--- src/rtl/xy_port_allocator.sv ---
// Output-port allocator for a 5-port XY router: decodes each head flit's route,
// grants free outputs with a per-output round-robin and tracks ownership until packet end.
module xy_port_allocator #(
   parameter logic [7:0] ADDRESS  = 8'h00,
   parameter int         TAM_FLIT = 16
) (
   input  logic                    clock,
   input  logic                    reset,
   input  logic [4:0]              h,
   input  logic [5*TAM_FLIT-1:0]   data_in,
   input  logic [4:0]              sender,
   output logic [4:0]              ack_h,
   output logic [4:0]              free,
   output logic [14:0]             mux_in,
   output logic [14:0]             mux_out
);

   localparam logic [2:0] EAST  = 3'd0;
   localparam logic [2:0] WEST  = 3'd1;
   localparam logic [2:0] NORTH = 3'd2;
   localparam logic [2:0] SOUTH = 3'd3;
   localparam logic [2:0] LOCAL = 3'd4;

   localparam logic [3:0] LX = ADDRESS[7:4];
   localparam logic [3:0] LY = ADDRESS[3:0];

   typedef enum logic [1:0] {
      S_IDLE,
      S_GRANTED,
      S_ACTIVE
   } state_t;

   state_t     state_q   [5];
   state_t     state_d   [5];
   logic [2:0] ptr_q     [5];
   logic [2:0] ptr_d     [5];
   logic [2:0] mux_in_q  [5];
   logic [2:0] mux_in_d  [5];
   logic [2:0] mux_out_q [5];
   logic [2:0] mux_out_d [5];
   logic [4:0] free_q;
   logic [4:0] free_d;
   logic [4:0] ack_q;
   logic [4:0] ack_d;

   logic [2:0] route     [5];
   logic [4:0] req;
   logic [4:0] arb_found;
   logic [2:0] arb_win   [5];

   // Only the low byte of each head flit carries the destination.
   logic unused_flit_bits;
   assign unused_flit_bits = ^data_in;

   genvar gi;

   // Deterministic XY route per input; an input may only request while IDLE.
   for (gi = 0; gi < 5; gi++) begin : g_route
      logic [3:0] tx;
      logic [3:0] ty;
      assign tx = data_in[TAM_FLIT*gi+4 +: 4];
      assign ty = data_in[TAM_FLIT*gi +: 4];
      assign route[gi] = (tx > LX) ? EAST  :
                         (tx < LX) ? WEST  :
                         (ty > LY) ? NORTH :
                         (ty < LY) ? SOUTH : LOCAL;
      assign req[gi] = h[gi] && (state_q[gi] == S_IDLE);
   end

   // Round-robin per output: search starts one past the last winner.
   for (gi = 0; gi < 5; gi++) begin : g_arb
      logic       found;
      logic [2:0] win;
      logic [3:0] idx;
      always_comb begin
         found = 1'b0;
         win   = 3'd0;
         idx   = 4'd0;
         for (int k = 1; k <= 5; k++) begin
            idx = {1'b0, ptr_q[gi]} + 4'(k);
            if (idx >= 4'd5) begin
               idx = idx - 4'd5;
            end
            if (!found && req[idx[2:0]] && (route[idx[2:0]] == 3'(gi))) begin
               found = 1'b1;
               win   = idx[2:0];
            end
         end
         if (!free_q[gi]) begin
            found = 1'b0;
         end
      end
      assign arb_found[gi] = found;
      assign arb_win[gi]   = win;
   end

   always_comb begin
      free_d = free_q;
      ack_d  = '0;
      for (int i = 0; i < 5; i++) begin
         state_d[i]   = state_q[i];
         ptr_d[i]     = ptr_q[i];
         mux_in_d[i]  = mux_in_q[i];
         mux_out_d[i] = mux_out_q[i];
      end

      // Release frees only outputs that are currently allocated, so it never
      // collides with a grant below, which needs the registered free bit set.
      for (int i = 0; i < 5; i++) begin
         case (state_q[i])
            S_GRANTED: begin
               if (sender[i]) begin
                  state_d[i] = S_ACTIVE;
               end
            end
            S_ACTIVE: begin
               if (!sender[i]) begin
                  state_d[i]             = S_IDLE;
                  free_d[mux_out_q[i]]   = 1'b1;
               end
            end
            default: ;
         endcase
      end

      for (int o = 0; o < 5; o++) begin
         if (arb_found[o]) begin
            free_d[o]               = 1'b0;
            ptr_d[o]                = arb_win[o];
            mux_in_d[o]             = arb_win[o];
            mux_out_d[arb_win[o]]   = 3'(o);
            ack_d[arb_win[o]]       = 1'b1;
            state_d[arb_win[o]]     = S_GRANTED;
         end
      end
   end

   always_ff @(posedge clock or negedge reset) begin
      if (!reset) begin
         free_q <= '1;
         ack_q  <= '0;
         for (int i = 0; i < 5; i++) begin
            state_q[i]   <= S_IDLE;
            ptr_q[i]     <= 3'd4;
            mux_in_q[i]  <= 3'd0;
            mux_out_q[i] <= 3'd0;
         end
      end else begin
         free_q <= free_d;
         ack_q  <= ack_d;
         for (int i = 0; i < 5; i++) begin
            state_q[i]   <= state_d[i];
            ptr_q[i]     <= ptr_d[i];
            mux_in_q[i]  <= mux_in_d[i];
            mux_out_q[i] <= mux_out_d[i];
         end
      end
   end

   assign free  = free_q;
   assign ack_h = ack_q;

   for (gi = 0; gi < 5; gi++) begin : g_tables
      assign mux_in[3*gi +: 3]  = mux_in_q[gi];
      assign mux_out[3*gi +: 3] = mux_out_q[gi];
   end

endmodule

--- config.mk ---
export PLATFORM = sky130hd
export DESIGN_NAME = xy_port_allocator
export DESIGN_NICKNAME = d
export VERILOG_FILES = /design/src/rtl/xy_port_allocator.sv
export SDC_FILE = /design/constraint.sdc
export NUM_CORES = 1
export LEC_CHECK = 0
export ABC_AREA = 1
export CAP_MARGIN = 30
export CORE_MARGIN = 3
export CORE_UTILIZATION = 40
export DETAILED_ROUTE_END_ITERATION = 16
export PLACE_DENSITY = 0.66
export SKIP_CTS_REPAIR_TIMING = 1
export SYNTH_ARGS = -nofsm -noshare
export SYNTH_HDL_FRONTEND = slang
export SYNTH_SLANG_ARGS = --single-unit
export TNS_END_PERCENT = 30
--- constraint.sdc ---
create_clock -name clock -period 4.3 [get_ports clock]
set_input_delay 0.86 -clock clock [delete_from_list [all_inputs] [get_ports clock]]
set_output_delay 0.86 -clock clock [all_outputs]
set_load 0.005 [all_outputs]
==> results of run 1 <==
[synth_stat cells (all sizes together), types with 4 or more instances]
library cell / instances
nand2: 296
inv: 139
nand3: 122
nor2: 106
o21ai: 54
ha: 45
dfrtp: 39
nand4: 32
a21oi: 23
buf: 17
dfstp: 8
nor3: 7
o211ai: 6
or2: 5
a31oi: 4
a41oi: 4
xor2: 4
[registers in the layout (all words and copies together), names as in the netlist]
register	cells
ptr_q	9
mux_out	15
ack_h	5
state_q	10
mux_in	3
free	5
[cells by family after synthesis]
logic type | Yosys count | share of synthesized area [%]
and+or+nand+nor | 572 | 45.3
adders and majority gates | 48 | 10.7
buffers and inverters | 158 | 11.3
other | 1 | 0.0644
AOI/OAI and AO/OA | 105 | 11.1
xor gates and xnor gates | 7 | 1.18
DFF | 47 | 20.4
[report_power, final]
part	switching [mW]	leakage [nW]	total (mW)	internal, mW
Clock	0.161	0.0679	0.376	0.215
Combinational	0.0400	3.03	0.0939	0.0539
Sequential	0.00167	0.529	0.448	0.446
Total	0.203	3.63	0.918	0.715
[how the worst min path moves through the flow]
stage                                start  slack, ns  cells past startpoint                      to
finish              mux_in[14]$_DFFE_PN0P_       0.49                      2  mux_in[14]$_DFFE_PN0P_
global route        mux_in[14]$_DFFE_PN0P_       0.52                      2  mux_in[14]$_DFFE_PN0P_
CTS                 mux_in[14]$_DFFE_PN0P_       0.49                      2  mux_in[14]$_DFFE_PN0P_
detailed placement  mux_in[14]$_DFFE_PN0P_       0.47                      2  mux_in[14]$_DFFE_PN0P_
global placement    mux_in[14]$_DFFE_PN0P_       0.47                      2  mux_in[14]$_DFFE_PN0P_
floorplan            mux_in[8]$_DFFE_PN0N_       0.47                      2   mux_in[8]$_DFFE_PN0N_
[area by class of cell]
type / instances / share of cell area [%]
Sequential cell: 47 / 17.0
Timing Repair Buffer: 91 / 12.9
Tap cell: 180 / 3.23
Inverter: 140 / 7.53
Clock inverter: 1 / 0.0717
Multi-Input combinational cell: 738 / 57.3
Clock buffer: 7 / 1.90
[per-layer routing]
layer	wire (um)	track usage, %	vias up
li1	-	-	3200
met1	7950	27.9	2789
met4	230	3.97	0
met2	7410	33.9	168
met3	909	2.40	17
met5	0	0	-
[critical path, delay by kind of cell, from the launching register on]
kind	cells	cell delay, ns
compound gates	2	0.44
flops	1	0.54
fa+ha+maj	2	0.69
simple gates	14	1.61
buf+inv	1	0.06
[stage by stage]
| step | std cells | power, mW |
|---|---|---|
| 3_5_place_dp | 1196 | 0.550 |
| 6_report | 1204 | 0.918 |
| 2_1_floorplan | 943 | 0.484 |
| 3_3_place_gp | 1195 | 0.547 |
| 4_1_cts | 1204 | 0.925 |
| 5_1_grt | 1204 | 0.953 |
==> impl_metrics.json, run 1 <==
{
  "synth_edf_count": 0,
  "post-route-util_pct": 49.7,
  "antenna_found_initial": 0,
  "syn_avg_cell_area_um2": 6.21,
  "synth_ff_type": "dfrtp_1",
  "end_kind": "register",
  "synth.top_cell.area_share_pct": 17.4,
  "final_layout_size_suffix_gt1_share_pct": 11.8,
  "synth.area.top_cells": "nand2_1 (17%), dfrtp_1 (17%), nand3_1 (9.7%)",
  "reg2reg_to": "state_q[5]$_DFF_PN0_",
  "rows": 43,
  "leakage_nw": 3.63,
  "pre_cts_slack_ns": 0.602,
  "hold_class": "register to register",
  "fillers": 1417,
  "vias": 6174,
  "ant_nets": 0,
  "die_w_um": 127,
  "status": "complete, no violations",
  "async_reset_ff_share_pct": 100,
  "tns_ns": 0,
  "totalWireLength_mm": 16.5,
  "dpl.hpwl_mm": 13.4,
  "maxSlewHeadroom_pct": 65.2,
  "synth-seq-cells": 47,
  "startpoint_type": "register",
  "design_area_um2": 6980,
  "powerDensity_nw_per_um2": 132,
  "drc": 0,
  "clock-sinks": 47,
  "cp.required_ns": 4.47,
  "setup_viol": 0,
  "grt_first_pass_wirelength_mm": 27.3,
  "core-area_um2": 14000,
  "track_usage_pct": 20.1,
  "crit_type": "register to register",
  "cts-root-buf": "clkbuf_16",
  "ff_latch_area_um2": 1190,
  "crit_chain": "ha_1 > inv_1 > fa_1 > a21oi_2 > nand2_1 > nand2_1 > nand2_1 > nand3_1 > nand2_1 > nand2_1 > nand2_2 > nor2_8 > nand3_1 > nand3_1 > nand2_1 > a21oi_2 > nand2_1 > nand2_2 > nor2_2",
  "layout_common_cells": "nand2_1 (270), nand3_1 (113), inv_1 (111)",
  "finalHoldViolCount": 0,
  "wl_per_cell_um": 13.7,
  "multi_input_area_um2": 4000,
  "clk_path_buf_depth": 2,
  "skew_ns": 0.00311,
  "grt.overflow.total": 0,
  "synth_cell_types": 52,
  "cap_violations": 0,
  "drt_iter0_markers": 375,
  "placed_area_um2": 6840,
  "timing.final.ws_setup_ns": 0.833,
  "rrSetupSlack_ns": 0.83,
  "dieArea_um2": 16100,
  "ir_drop_mv": 0.210,
  "pin_count": 132,
  "cts_buffers": 5,
  "grt_pass1_vias": 5691,
  "portBuffers": 85,
  "period_share_pct": 80.6,
  "final_nets": 1163,
  "crit_start": "ptr_q[1]$_DFFE_PN0P_",
  "initial_utilization_pct": 41.5,
  "cp_slowest_cell": "dfrtp_1",
  "synth_seq_area_share_pct": 20.4,
  "crit_end": "state_q[5]$_DFF_PN0_",
  "critical_path.max_fanout": 10,
  "area.growth.synth_to_final_pct": 19.7,
  "synth_warnings": 0,
  "fin_crit_ns": 3.47,
  "avgViaCountPerCell": 5.13,
  "clkLatencyLatePin_ns": 0.28,
  "clkTransAtPathRegs_ns": 0.06,
  "cts_tree": "done",
  "reg2regPathDepth": 19,
  "final_common_cell": "nand2_1",
  "crit_top_cell": "nand2_1",
  "first_pass_iters": 5,
  "r2r_start": "ptr_q[1]$_DFFE_PN0P_",
  "synthCells": 938,
  "antenna_cells": 0,
  "grt_max_degree": 27,
  "final_max_slew_viol_count": 0,
  "worstMarginPinSlew_ns": 0.522,
  "die_h_um": 127,
  "max_freq_mhz": 288,
  "syn_area_um2": 5830,
  "rsz0062_at_grt": "false",
  "cts-htree-levels": 2,
  "crit_arrival_ns": 3.64,
  "gp_congestion": 0.917,
  "yosys.area.top_type": "nand2_1",
  "max_stage_delay_ns": 0.54,
  "holdWs_ns": 0.488
}
(Power assumes the default switching activity.)
==> inputs of run 2 (changes only) <==
clock period = 3.6 ns   (was 4.3 ns; I/O delays follow)
==> run 2 against run 1 <==
Net effect:
- sequential power increased by 19%
- clock-buffer cell count unchanged
- worst setup slack got worse by 0.52 ns
- critical endpoint is now state_q[9]$_DFF_PN0_
- register-to-register slack got worse by 0.52 ns
- highest routed layer unchanged
- first-iteration DRC count decreased by 12%
==> impl_metrics.json, run 2 (synthesis gave the netlist of run 1 again) <==
{
  "status": "complete, no violations",
  "wl_per_cell_um": 13.7,
  "portBuffers": 85,
  "clock-sinks": 47,
  "area.growth.synth_to_final_pct": 21.9,
  "cts_buffers": 5,
  "grt_pass1_vias": 5917,
  "pin_count": 132,
  "gp_congestion": 0.908,
  "skew_ns": 0.00414,
  "end_kind": "register",
  "max_freq_mhz": 305,
  "dpl.hpwl_mm": 13.7,
  "holdWs_ns": 0.419,
  "rsz0062_at_grt": "true",
  "drt_iter0_markers": 331,
  "final_max_slew_viol_count": 0,
  "hold_class": "input port to asynchronous set/reset pin",
  "avgViaCountPerCell": 5.15,
  "cap_violations": 0,
  "layout_common_cells": "nand2_1 (270), nand3_1 (113), inv_1 (111)",
  "antenna_cells": 0,
  "grt.overflow.total": 0,
  "antenna_found_initial": 0,
  "worstMarginPinSlew_ns": 0.550,
  "clkLatencyLatePin_ns": 0.28,
  "finalHoldViolCount": 0,
  "crit_arrival_ns": 3.46,
  "ff_latch_area_um2": 1190,
  "ir_drop_mv": 0.213,
  "fillers": 1429,
  "initial_utilization_pct": 41.5,
  "leakage_nw": 3.70,
  "final_layout_size_suffix_gt1_share_pct": 13.1,
  "die_h_um": 127,
  "cts-root-buf": "clkbuf_16",
  "cts_tree": "done",
  "die_w_um": 127,
  "track_usage_pct": 20.7,
  "final_nets": 1177,
  "tns_ns": 0,
  "powerDensity_nw_per_um2": 154,
  "totalWireLength_mm": 16.7,
  "largest_reg_flops": 15,
  "period_share_pct": 91.2,
  "ant_nets": 0,
  "maxSlewHeadroom_pct": 63.3,
  "startpoint_type": "register",
  "rows": 43,
  "core-area_um2": 14000,
  "cts-htree-levels": 2,
  "drc": 0,
  "first_pass_iters": 5,
  "grt_max_degree": 26,
  "critical_path.max_fanout": 11,
  "grt_first_pass_wirelength_mm": 28.1,
  "power_mw": 1.10,
  "final_common_cell": "nand2_1",
  "clkTransAtPathRegs_ns": 0.06,
  "multi_input_area_um2": 4020,
  "clk_path_buf_depth": 2,
  "setup_viol": 0,
  "vias": 6268,
  "fin_crit_ns": 3.28,
  "post-route-util_pct": 50.6,
  "crit_type": "register to register",
  "cp.required_ns": 3.78,
  "reg2regPathDepth": 24,
  "dieArea_um2": 16100
}
[run 2: cell count changes in the layout (fill, tap and decap cells not counted)]
| cell | before | now |
|---|---|---|
| dfrtp_2 | 0 | 1 |
| buf_4 | 5 | 19 |
| dfrtp_1 | 39 | 38 |
| nor2_4 | 4 | 6 |
| inv_4 | 0 | 1 |
| a21oi_4 | 1 | 2 |
| nor2_2 | 16 | 14 |
| inv_2 | 28 | 27 |
| a21oi_2 | 3 | 2 |
[run 2: final timing paths]
| kind | startpoint | to | slack, ns |
|---|---|---|---|
| min in group clock | mux_in[14]$_DFFE_PN0P_ | mux_in[14]$_DFFE_PN0P_ | 0.50 |
| worst min register to register | mux_in[14]$_DFFE_PN0P_ | mux_in[14]$_DFFE_PN0P_ | 0.50 |
| worst max-delay path | ptr_q[6]$_DFFE_PN0N_ | state_q[9]$_DFF_PN0_ | 0.32 |
| worst min-delay path | reset | state_q[9]$_DFF_PN0_ | 0.42 |
| max in group asynchronous | reset | ptr_q[14]$_DFFE_PN1N_ | 2.58 |
| worst max register to register | ptr_q[6]$_DFFE_PN0N_ | state_q[9]$_DFF_PN0_ | 0.32 |
[run 2: stage by stage]
| step | cell area, um2 | std cells | setup slack (ns) |
|---|---|---|---|
| 6_report | 7100 | 1218 | 0.317 |
| 4_1_cts | 7080 | 1218 | 0.281 |
| 3_5_place_dp | 6940 | 1210 | 0.0776 |
| 5_1_grt | 7100 | 1218 | -0.0207 |
| 2_1_floorplan | 5850 | 943 | 0.506 |
| 3_3_place_gp | 6920 | 1209 | 0.102 |
[run 2: cell type report]
type                            count  area share, %
Clock buffer                        7           1.87
Clock inverter                      1         0.0705
Inverter                          140           7.43
Multi-Input combinational cell    738           56.5
Sequential cell                    47           16.7
Tap cell                          180           3.17
Timing Repair Buffer              105           14.2
[run 2: power by group]
group	internal (mW)	switching, mW
logic	0.0662	0.0481
clock network	0.257	0.189
registers	0.533	0.00199
total	0.856	0.239
[run 2: metal layers]
layer / share of wire [%] / GRT usage (%) / up-vias
li1: - / - / 3233
met1: 47 / 28.0 / 2837
met2: 46 / 34.9 / 171
met3: 5.5 / 2.78 / 27
met4: 2.4 / 5.62 / 0
met5: 0 / 0 / -
[run 2: worst max-delay path: stages, from the launching register on]
cell	delay, ns
dfrtp_1	0.40
inv_4	0.14
ha_1	0.16
inv_1	0.06
fa_1	0.35
inv_1	0.10
nand2_1	0.07
nand2_1	0.11
nand2_1	0.06
nand2_1	0.15
nor2_1	0.07
nor2_1	0.08
nand2_1	0.06
nand3_1	0.12
inv_1	0.05
nand3_1	0.13
nor2_1	0.06
nor2_1	0.19
nand3_1	0.12
nor2_2	0.14
nand2_1	0.16
nor2_4	0.20
nor2_4	0.06
nand2_2	0.09
nor2_1	0.04
